==> src/rtl/lcd_pkg.sv <==
// lcd_pkg: command bytes, write-sequence map and FSM encodings
// shared by the HD44780 refresh driver and its strobe timer.
package lcd_pkg;

   localparam logic [7:0] CMD_FUNC_SET = 8'h38;
   localparam logic [7:0] CMD_DISP_ON  = 8'h0C;
   localparam logic [7:0] CMD_ENTRY    = 8'h06;
   localparam logic [7:0] CMD_CLEAR    = 8'h01;
   localparam logic [7:0] CMD_LINE1    = 8'h80;
   localparam logic [7:0] CMD_LINE2    = 8'hC0;

   localparam logic [5:0] SEQ_CLEAR = 6'd3;
   localparam logic [5:0] SEQ_LINE1 = 6'd4;
   localparam logic [5:0] SEQ_DATA0 = 6'd5;
   localparam logic [5:0] SEQ_LINE2 = 6'd21;
   localparam logic [5:0] SEQ_LAST  = 6'd37;

   localparam int CNT_W_MIN = 20;

   typedef enum logic [1:0] {
      TOP_POWERUP,
      TOP_LOAD,
      TOP_STROBE
   } top_e;

   typedef enum logic [1:0] {
      PH_IDLE,
      PH_SETUP,
      PH_EHIGH,
      PH_WAIT
   } phase_e;

   function automatic int imax(input int a, input int b);
      return (a > b) ? a : b;
   endfunction

   function automatic int cnt_width(input int maxv);
      return imax($clog2(maxv + 1), CNT_W_MIN);
   endfunction

   function automatic logic seq_is_data(input logic [5:0] seq);
      return (seq >= SEQ_DATA0) && (seq != SEQ_LINE2);
   endfunction

   // Line 2 slots sit one step later because of the 0xC0 address write.
   function automatic logic [4:0] seq_slot(input logic [5:0] seq);
      if (seq < SEQ_LINE2)
         return 5'(seq - SEQ_DATA0);
      return 5'(seq - 6'd6);
   endfunction

   function automatic logic [7:0] seq_cmd(input logic [5:0] seq);
      logic [7:0] c;
      c = CMD_LINE1;
      case (seq)
         6'd0:      c = CMD_FUNC_SET;
         6'd1:      c = CMD_DISP_ON;
         6'd2:      c = CMD_ENTRY;
         SEQ_CLEAR: c = CMD_CLEAR;
         SEQ_LINE2: c = CMD_LINE2;
         default:   c = CMD_LINE1;
      endcase
      return c;
   endfunction

endpackage

==> src/rtl/lcd_strobe_timer.sv <==
// lcd_strobe_timer: one bus write -- setup with E low, E high pulse,
// then a post-strobe wait whose length is chosen by the caller.
module lcd_strobe_timer
   import lcd_pkg::*;
#(
   parameter int SETUP_CYC  = 5,
   parameter int E_HIGH_CYC = 25,
   parameter int CNT_W      = 20
) (
   input  logic             clk,
   input  logic             rst,
   input  logic             start_i,
   input  logic [CNT_W-1:0] wait_len_i,
   output logic             done_o,
   output logic             lcd_e_o
);

   localparam logic [CNT_W-1:0] SETUP_LD = CNT_W'(SETUP_CYC - 1);
   localparam logic [CNT_W-1:0] EHIGH_LD = CNT_W'(E_HIGH_CYC - 1);

   phase_e           ph_q, ph_d;
   logic [CNT_W-1:0] cnt_q, cnt_d;
   logic             e_q, e_d;

   always_ff @(posedge clk) begin
      if (rst) begin
         ph_q  <= PH_IDLE;
         cnt_q <= '0;
         e_q   <= 1'b0;
      end else begin
         ph_q  <= ph_d;
         cnt_q <= cnt_d;
         e_q   <= e_d;
      end
   end

   always_comb begin
      ph_d   = ph_q;
      cnt_d  = cnt_q;
      e_d    = e_q;
      done_o = 1'b0;
      unique case (ph_q)
         PH_IDLE: begin
            if (start_i) begin
               ph_d  = PH_SETUP;
               cnt_d = SETUP_LD;
            end
         end
         PH_SETUP: begin
            if (cnt_q == '0) begin
               ph_d  = PH_EHIGH;
               cnt_d = EHIGH_LD;
               e_d   = 1'b1;
            end else begin
               cnt_d = cnt_q - 1'b1;
            end
         end
         PH_EHIGH: begin
            if (cnt_q == '0) begin
               ph_d  = PH_WAIT;
               cnt_d = wait_len_i - 1'b1;
               e_d   = 1'b0;
            end else begin
               cnt_d = cnt_q - 1'b1;
            end
         end
         PH_WAIT: begin
            if (cnt_q == '0) begin
               ph_d   = PH_IDLE;
               done_o = 1'b1;
            end else begin
               cnt_d = cnt_q - 1'b1;
            end
         end
         default: ph_d = PH_IDLE;
      endcase
   end

   assign lcd_e_o = e_q;

endmodule

==> src/rtl/lcd_refresh_driver.sv <==
// lcd_refresh_driver: HD44780 16x2 init sequence followed by an
// endless two-line refresh fed from the character list stage.
module lcd_refresh_driver
   import lcd_pkg::*;
#(
   parameter int POWERUP_CYC = 750000,
   parameter int SETUP_CYC   = 5,
   parameter int E_HIGH_CYC  = 25,
   parameter int WAIT_CYC    = 2500,
   parameter int CLEAR_CYC   = 100000
) (
   input  logic       clk,
   input  logic       rst,
   input  logic [7:0] char_in,
   output logic [4:0] index,
   output logic       lcd_e,
   output logic       lcd_rs,
   output logic       lcd_rw,
   output logic [7:0] lcd_data,
   output logic       init_done,
   output logic       frame_done
);

   localparam int MAX_CYC = imax(imax(POWERUP_CYC, SETUP_CYC),
                                 imax(imax(E_HIGH_CYC, WAIT_CYC),
                                      CLEAR_CYC));
   localparam int CNT_W = cnt_width(MAX_CYC);

   localparam logic [CNT_W-1:0] PWR_LAST  = CNT_W'(POWERUP_CYC - 1);
   localparam logic [CNT_W-1:0] WAIT_LEN  = CNT_W'(WAIT_CYC);
   localparam logic [CNT_W-1:0] CLEAR_LEN = CNT_W'(CLEAR_CYC);

   top_e             st_q, st_d;
   logic [CNT_W-1:0] pcnt_q, pcnt_d;
   logic [1:0]       lcnt_q, lcnt_d;
   logic [5:0]       seq_q, seq_d;
   logic [4:0]       idx_q, idx_d;
   logic [7:0]       data_q, data_d;
   logic             rs_q, rs_d;
   logic             init_q, init_d;
   logic             frame_q, frame_d;
   logic             start;
   logic             done;
   logic             is_data;
   logic [CNT_W-1:0] wait_len;

   assign is_data  = seq_is_data(seq_q);
   assign wait_len = (seq_q == SEQ_CLEAR) ? CLEAR_LEN : WAIT_LEN;

   lcd_strobe_timer #(
      .SETUP_CYC  (SETUP_CYC),
      .E_HIGH_CYC (E_HIGH_CYC),
      .CNT_W      (CNT_W)
   ) u_strobe (
      .clk        (clk),
      .rst        (rst),
      .start_i    (start),
      .wait_len_i (wait_len),
      .done_o     (done),
      .lcd_e_o    (lcd_e)
   );

   always_ff @(posedge clk) begin
      if (rst) begin
         st_q    <= TOP_POWERUP;
         pcnt_q  <= '0;
         lcnt_q  <= '0;
         seq_q   <= '0;
         idx_q   <= '0;
         data_q  <= '0;
         rs_q    <= 1'b0;
         init_q  <= 1'b0;
         frame_q <= 1'b0;
      end else begin
         st_q    <= st_d;
         pcnt_q  <= pcnt_d;
         lcnt_q  <= lcnt_d;
         seq_q   <= seq_d;
         idx_q   <= idx_d;
         data_q  <= data_d;
         rs_q    <= rs_d;
         init_q  <= init_d;
         frame_q <= frame_d;
      end
   end

   always_comb begin
      st_d    = st_q;
      pcnt_d  = pcnt_q;
      lcnt_d  = lcnt_q;
      seq_d   = seq_q;
      idx_d   = idx_q;
      data_d  = data_q;
      rs_d    = rs_q;
      init_d  = init_q;
      frame_d = 1'b0;
      start   = 1'b0;
      unique case (st_q)
         TOP_POWERUP: begin
            if (pcnt_q == PWR_LAST) begin
               st_d   = TOP_LOAD;
               lcnt_d = '0;
            end else begin
               pcnt_d = pcnt_q + 1'b1;
            end
         end
         TOP_LOAD: begin
            lcnt_d = lcnt_q + 2'd1;
            if (lcnt_q == 2'd0 && is_data)
               idx_d = seq_slot(seq_q);
            // char_in reflects the new index only by the third cycle.
            if (lcnt_q == 2'd2) begin
               start  = 1'b1;
               lcnt_d = '0;
               st_d   = TOP_STROBE;
               rs_d   = is_data;
               data_d = is_data ? char_in : seq_cmd(seq_q);
            end
         end
         TOP_STROBE: begin
            if (done) begin
               st_d    = TOP_LOAD;
               seq_d   = (seq_q == SEQ_LAST) ? SEQ_LINE1
                                             : seq_q + 6'd1;
               frame_d = (seq_q == SEQ_LAST);
               if (seq_q == SEQ_CLEAR)
                  init_d = 1'b1;
            end
         end
         default: st_d = TOP_POWERUP;
      endcase
   end

   assign index      = idx_q;
   assign lcd_rs     = rs_q;
   assign lcd_rw     = 1'b0;
   assign lcd_data   = data_q;
   assign init_done  = init_q;
   assign frame_done = frame_q;

endmodule

==> config.mk <==
export PLATFORM = sky130hd
export DESIGN_NAME = lcd_refresh_driver
export DESIGN_NICKNAME = d
export VERILOG_FILES = /design/src/rtl/lcd_pkg.sv /design/src/rtl/lcd_strobe_timer.sv /design/src/rtl/lcd_refresh_driver.sv
export SDC_FILE = /design/constraint.sdc
export NUM_CORES = 1
export LEC_CHECK = 0
export CAP_MARGIN = 20
export CORE_MARGIN = 2
export CORE_UTILIZATION = 59
export CTS_BUF_LIST = sky130_fd_sc_hd__clkbuf_16
export DETAILED_ROUTE_END_ITERATION = 7
export HOLD_SLACK_MARGIN = 0.15
export PLACE_DENSITY = 0.8
export SLEW_MARGIN = 5
export SYNTH_ARGS = -nofsm -noshare
export SYNTH_HDL_FRONTEND = slang
export SYNTH_SLANG_ARGS = --single-unit
==> constraint.sdc <==
create_clock -name clk -period 2.5 [get_ports clk]
set_input_delay 0.5 -clock clk [delete_from_list [all_inputs] [get_ports clk]]
set_output_delay 0.5 -clock clk [all_outputs]
set_load 0.1 [all_outputs]
==> impl_metrics.toml, run 1 <==
[power]
pwr-share-clk_pct = 46.7
p_sw_share_pct = 27.7
power_leakage_nw = 1.76
netSwitchingPower_uw = 883
vdd.ir_drop.worst_mv = 0.496
power-per-cell-area_nw_per_um2 = 700
p_seq_share_pct = 35.9
power_frac_comb_pct = 17.4
pint_mw = 2.31

[routing]
via_count = 3640
route.detailed.vias_per_inst = 6.20
drt-total-wl_mm = 9.40
dr.first_iter.drc_count = 341
remaining_drc_errors = 0
drt-wirelength-per-cell_um = 16.0
detail-route-antenna-nets = 0
drtPass1Iterations = 5

[sta]
period_share_pct = 90.0
timing.setup.tns_ns = 0
fin_crit_ns = 2.25
fin_skew_ns = 0.00740
slew_headroom_pct = 60.0
final_hold_viol_count = 0
grt_setup_unrepaired = "no"
tightestPinTransition_ns = 0.595
final-max-slew-violation-count = 0
fmax_mhz = 445
setup_viol = 0
postLayoutSetupSlackWorst_ns = 0.251

[logic_synthesis]
synth-warning-count = 0
yosys.area.top_type_share_pct = 36.1
syn-cell-area_um2 = 3820
synth_edf_count = 0
synth_area_leader_cell = "sky130_fd_sc_hd__dfxtp_1"
yosys_register_bits = 69
synth_most_common_cell = "sky130_fd_sc_hd__nor2_1"
syn-mean-instance-area_um2 = 8.18
synth_cells = 467
yosys-top-cells-count = "74 x sky130_fd_sc_hd__nor2_1, 69 x sky130_fd_sc_hd__dfxtp_1, 31 x sky130_fd_sc_hd__a21oi_1"
synth.area.top_cells = "sky130_fd_sc_hd__dfxtp_1 36%, sky130_fd_sc_hd__nor2_1 7.3%, sky130_fd_sc_hd__ha_1 4.6%, sky130_fd_sc_hd__a21oi_1 4.1%, sky130_fd_sc_hd__nor3_1 3.7%"
synth-async-reset-ratio_pct = 0
synth_nets = 491
number_of_library_cell_types_mapped_by_synthesis = 60
synth.yosys.seq_area_share_pct = 36.1
postSynth.topFlopCell = "sky130_fd_sc_hd__dfxtp_1"

[clock_network]
tritoncts = "built"
cts.sinks = 69
cts_max_path_buffers = 2
clkSlewWorstSetupHoldPaths_ns = 0.06
clock_latency_late_sink_ns = 0.34
cts_hold_buf = 0
cts_root_buf = "sky130_fd_sc_hd__clkbuf_16"
cts_inserted_buffers = 9
htree_levels = 3

[finish]
post_layout_nonfiller_instances = 587
num-nets-final = 528
fillerInstances = 468
drive_above_1_share_pct = 14.1
finalInstanceArea_um2 = 4560
area.growth.synth_to_final_pct = 19.3

[worst_setup_path]
endpoint_of_the_worst_register_to_register_path = "seq_q[1]"
cpMaxStageDelayCell = "sky130_fd_sc_hd__nor4_2"
start_kind = "flip-flop"
reg2reg_depth = 6
worstPathCellList = "ha_1 -> inv_1 -> nor4_2 -> nand4_1 -> nand2b_1 -> nor2_1"
required_arrival_time_at_the_worst_endpoint_ns = 2.72
critical_path_peak_fanout = 11
crit-reg2reg-launch = "u_strobe.ph_q[0]"
slowest_delay_ns = 0.50
criticalPathCategory = "flip-flop to flip-flop"
cp.arrival_ns = 2.47
rrSetupSlack_ns = 0.25
critPathCaptureType = "flip-flop"

[outcome]
outcome = "finished, final reports clean"

[flow_run]
total_of_max_cap_violations = 0

[global_route]
grt_util_all_layers_pct = 26.7
global_route.overflow_total = 0
via_count_of_the_first_global_routing_pass = 3350
grt_antenna_before_repair = 0
grt_max_degree = 38
grt_pass1_wl_mm = 15.5

[floorplan]
floorplan.die.width_um = 84.5
io-pin-count = 28
core_um2 = 6310
initial_core_util_pct = 60.5
std_cell_rows = 29
die_y_um = 84.5
dieArea_um2 = 7140

[placed_design]
hpwlAfterDp_mm = 6.43
postPlaceCellArea_um2 = 4160
port_buffers = 26
detailedPlace.worstSlack_ns = 0.0922
place_inst = 566
gpl.final_weighted_congestion = 0.915

[min_path]
worst_hold_startpoint = "u_strobe.cnt_q[11]"
hold_end = "u_strobe.cnt_q[11]"
hold_path.class = "flip-flop to flip-flop"
min_path_cells = 2
==> critical path: cells and delay by family, from the launching register on <==
kind / cells / cell delay [ns]
simple gates: 4 / 1.02
flops: 1 / 0.38
fa+ha+maj: 1 / 0.46
buf+inv: 1 / 0.27
==> layout make-up <==
cell class,instances,area [um2],area share [%]
multi-input combinational,365,2310,50.6
sequential,69,1380,30.3
timing repair buffer,46,375,8.23
clock buffer,9,225,4.94
clock inverter,7,121,2.66
tap,77,96.3,2.11
inverter,13,48.8,1.07
antenna,1,2.50,0.0549
==> layer usage <==
layer  vias up  track usage (%)  wire length [um]
li1       1761                -                 -
met1      1741             34.2              4190
met2       113             44.4              4490
met3        25             4.72               511
met4         0             11.3               208
met5         -                0                 0
==> layout by cell type (no fill, tap or decap), types with 9 or more instances in the layout <==
cell type,n
sky130_fd_sc_hd__nor2_1,74
sky130_fd_sc_hd__nor3_1,28
sky130_fd_sc_hd__o21ai_1,13
sky130_fd_sc_hd__nand3_1,15
sky130_fd_sc_hd__inv_1,13
sky130_fd_sc_hd__ha_1,14
sky130_fd_sc_hd__nand2_1,28
sky130_fd_sc_hd__o21ai_0,15
sky130_fd_sc_hd__xnor2_1,16
sky130_fd_sc_hd__a21oi_1,31
sky130_fd_sc_hd__dfxtp_1,69
sky130_fd_sc_hd__nand4_1,10
sky130_fd_sc_hd__buf_4,36
sky130_fd_sc_hd__clkbuf_16,9
sky130_fd_sc_hd__xor2_1,11
==> repair_timing <==
item / 4_1_cts / 5_1_grt
setup endpoints to repair: 0 / 15
setup buffers: 0 / 4
gates resized for setup: 0 / 1
==> logic make-up after synthesis <==
| family | synth area share [%] |
|---|---|
| flip-flops | 36.1 |
| adder cells (fa/ha/maj) | 4.58 |
| other | 0.0981 |
| XOR/XNOR | 6.19 |
| AND/OR/NAND/NOR | 28.8 |
| multiplexers | 2.13 |
| AO/OA/AOI/OAI | 18.4 |
| buffers and inverters | 3.63 |
==> power groups by stage <==
stage	Combinational [mW]	Sequential, mW	Clock (mW)
global placement	0.503	1.17	0
floorplan	0.349	1.18	0
finish	0.556	1.14	1.49
global route	0.603	1.15	1.53
CTS	0.512	1.14	1.50
detailed placement	0.508	1.17	0
==> how the worst max path moves through the flow <==
stage                      start                 to  slack, ns  depth (start not counted)
4_1_cts         u_strobe.ph_q[0]           seq_q[3]       0.04                          6
3_3_place_gp    u_strobe.ph_q[0]           seq_q[5]       0.09                          6
5_1_grt         u_strobe.ph_q[0]           seq_q[1]       0.06                          6
6_report        u_strobe.ph_q[0]           seq_q[1]       0.25                          6
3_5_place_dp    u_strobe.ph_q[0]           seq_q[0]       0.09                          6
2_1_floorplan  u_strobe.cnt_q[0]  u_strobe.cnt_q[4]       0.33                          9
==> flip-flops by register name (all words and copies together) (netlist names) <==
name / flops
u_strobe.ph_q: 2
lcd_rs: 1
lcnt_q: 2
frame_done: 1
u_strobe.cnt_q: 20
pcnt_q: 20
lcd_data: 8
init_done: 1
u_strobe.lcd_e_o: 1
st_q: 2
index: 5
seq_q: 6
==> through the flow <==
stage	power (mW)	utilization, %	hold WS, ns
after floorplan	1.53	-	0.435
after global placement	1.67	65.9	0.447
after detailed placement	1.68	65.9	0.454
after CTS	3.15	71.4	0.467
after global routing	3.28	72.2	0.525
final	3.19	72.2	0.467
(Power assumes the default switching activity.)
==> run 2: changes to the inputs <==
--- a/config.mk
+++ b/config.mk
@@ -5,7 +5,6 @@
 export SDC_FILE = /design/constraint.sdc
 export NUM_CORES = 1
 export LEC_CHECK = 0
-export CAP_MARGIN = 20
 export CORE_MARGIN = 2
 export CORE_UTILIZATION = 59
 export CTS_BUF_LIST = sky130_fd_sc_hd__clkbuf_16
==> results of run 2 <==
Final layout, timing and power as in run 1 (identical DEF).
==> run 3: changes to the inputs <==
--- a/config.mk
+++ b/config.mk
@@ -5,7 +5,7 @@
 export SDC_FILE = /design/constraint.sdc
 export NUM_CORES = 1
 export LEC_CHECK = 0
-export CORE_MARGIN = 2
+export CAP_MARGIN = 20
 export CORE_UTILIZATION = 59
 export CTS_BUF_LIST = sky130_fd_sc_hd__clkbuf_16
 export DETAILED_ROUTE_END_ITERATION = 7
==> run 3 against run 2 <==
- sequential share of layout area increased by 0.80 points
- non-clock buffer count is 2 lower
- critical path depth up 3
==> impl_metrics.toml, run 3 (synthesis results as in run 1) <==
[floorplan]
die_y_um = 82.5
io-pin-count = 28
floorplan.die.width_um = 82.5
core_um2 = 6100
std_cell_rows = 28
dieArea_um2 = 6800
initial_core_util_pct = 62.7

[worst_setup_path]
cp.arrival_ns = 2.57
criticalPathCategory = "flip-flop to flip-flop"
rrSetupSlack_ns = 0.14
critPathCaptureType = "flip-flop"
endpoint_of_the_worst_register_to_register_path = "seq_q[1]"
reg2reg_depth = 9
critical_path_peak_fanout = 5
start_kind = "flip-flop"
worstSetupStartpoint = "u_strobe.cnt_q[0]"
required_arrival_time_at_the_worst_endpoint_ns = 2.71
crit-reg2reg-launch = "u_strobe.cnt_q[0]"

[sta]
postLayoutSetupSlackWorst_ns = 0.143
timing.setup.tns_ns = 0
fin_crit_ns = 2.36
final-max-slew-violation-count = 0
slew_headroom_pct = 56.9
setup_viol = 0
fin_skew_ns = 0.00736
fmax_mhz = 424
fin_worst_hold_slack_ns = 0.479
period_share_pct = 94.3
grt_setup_unrepaired = "no"
final_hold_viol_count = 0
tightestPinTransition_ns = 0.640

[clock_network]
tritoncts = "built"
cts_root_buf = "sky130_fd_sc_hd__clkbuf_16"
cts.sinks = 69
clock_latency_late_sink_ns = 0.33
clkSlewWorstSetupHoldPaths_ns = 0.05
cts_setup_buffers = 0
cts_inserted_buffers = 9
cts_max_path_buffers = 2
htree_levels = 3

[global_route]
grt_util_all_layers_pct = 28.8
grt_max_degree = 58
grt_pass1_wl_mm = 14.9
grt_antenna_before_repair = 0
global_route.overflow_total = 0
via_count_of_the_first_global_routing_pass = 3281

[placed_design]
gpl.final_weighted_congestion = 0.885
detailedPlace.worstSlack_ns = 0.210
port_buffers = 26
place_inst = 566
hpwlAfterDp_mm = 6.44

[outcome]
outcome = "finished, final reports clean"

[finish]
drive_above_1_share_pct = 13.3
area.growth.synth_to_final_pct = 16.2
area.sequential_um2 = 1380
post_layout_nonfiller_instances = 580
fillerInstances = 491
area_of_the_multi_input_gates_um2 = 2300
layout_commonest_cell = "sky130_fd_sc_hd__nor2_1"
leading_cell_types_in_the_layout_fill_and_taps_excluded = "74 x sky130_fd_sc_hd__nor2_1, 69 x sky130_fd_sc_hd__dfxtp_1, 34 x sky130_fd_sc_hd__buf_4, 31 x sky130_fd_sc_hd__a21oi_1"
num_antenna_cells = 0
num-nets-final = 526

[routing]
dr.first_iter.drc_count = 273
remaining_drc_errors = 0
drt-wirelength-per-cell_um = 15.8
drtPass1Iterations = 5
drt-total-wl_mm = 9.17
route.detailed.vias_per_inst = 6.12
via_count = 3549
detail-route-antenna-nets = 0

[min_path]
hold_end = "init_done"
hold_path.class = "flip-flop to flip-flop"
min_path_cells = 2
worst_hold_startpoint = "init_done"

[power]
report.power.total_mw = 2.78
vdd.ir_drop.worst_mv = 0.589
power_leakage_nw = 1.70
power-per-cell-area_nw_per_um2 = 626

[flow_run]
total_of_max_cap_violations = 0
run 3: cell types whose count changed in the layout (fill, tap and decap cells not counted), sizes merged:
cell      before  now
bufinv         3    0
clkinvlp       0    2
inv           14   13
buf           38   36
diode          1    0
run 3: through the flow:
step	util [%]	instance area, um2
2_1_floorplan	-	3820
3_3_place_gp	68.7	4190
3_5_place_dp	68.7	4190
4_1_cts	72.8	4440
5_1_grt	72.8	4440
6_report	72.8	4440
run 3: per-layer routing:
layer  global-route usage [%]  part of all wire [%]
met5                        0                     0
met2                     48.6                    48
met1                     35.9                    45
met4                     8.77                   1.2
met3                     7.14                   5.5
run 3: worst max-delay path: stages, from the launching register on:
cell	delay, ns
sky130_fd_sc_hd__dfxtp_1	0.33
sky130_fd_sc_hd__inv_1	0.08
sky130_fd_sc_hd__ha_1	0.21
sky130_fd_sc_hd__nor3b_1	0.24
sky130_fd_sc_hd__buf_4	0.18
sky130_fd_sc_hd__nand3_1	0.10
sky130_fd_sc_hd__nor4_1	0.52
sky130_fd_sc_hd__nand4_1	0.26
sky130_fd_sc_hd__nand2b_1	0.24
sky130_fd_sc_hd__nor2_1	0.08
run 3: how the worst max path moves through the flow:
stage          depth (start not counted)  slack [ns]                 to
6_report                               9        0.14           seq_q[1]
3_3_place_gp                          10        0.27  u_strobe.cnt_q[4]
2_1_floorplan                          9        0.33  u_strobe.cnt_q[4]
4_1_cts                               10        0.17  u_strobe.cnt_q[5]
5_1_grt                               10       0.006  u_strobe.cnt_q[0]
3_5_place_dp                           9        0.21           seq_q[5]
run 3: area by class of cell:
cell class / count / share of cell area [%]
multi-input combinational: 365 / 51.8
sequential: 69 / 31.1
timing repair buffer: 44 / 8.11
clock buffer: 9 / 5.07
tap: 75 / 2.11
inverter: 13 / 1.10
clock inverter: 5 / 0.676
run 3: power by group:
part / switching [mW] / total, mW / internal, mW
registers: 0.0248 / 1.14 / 1.12
clock network: 0.457 / 1.11 / 0.653
logic: 0.336 / 0.523 / 0.186
run 3: what timing repair did:
action,4_1_cts,5_1_grt
gates resized for setup,0,0
hold buffers,0,0
setup endpoints to repair,0,5
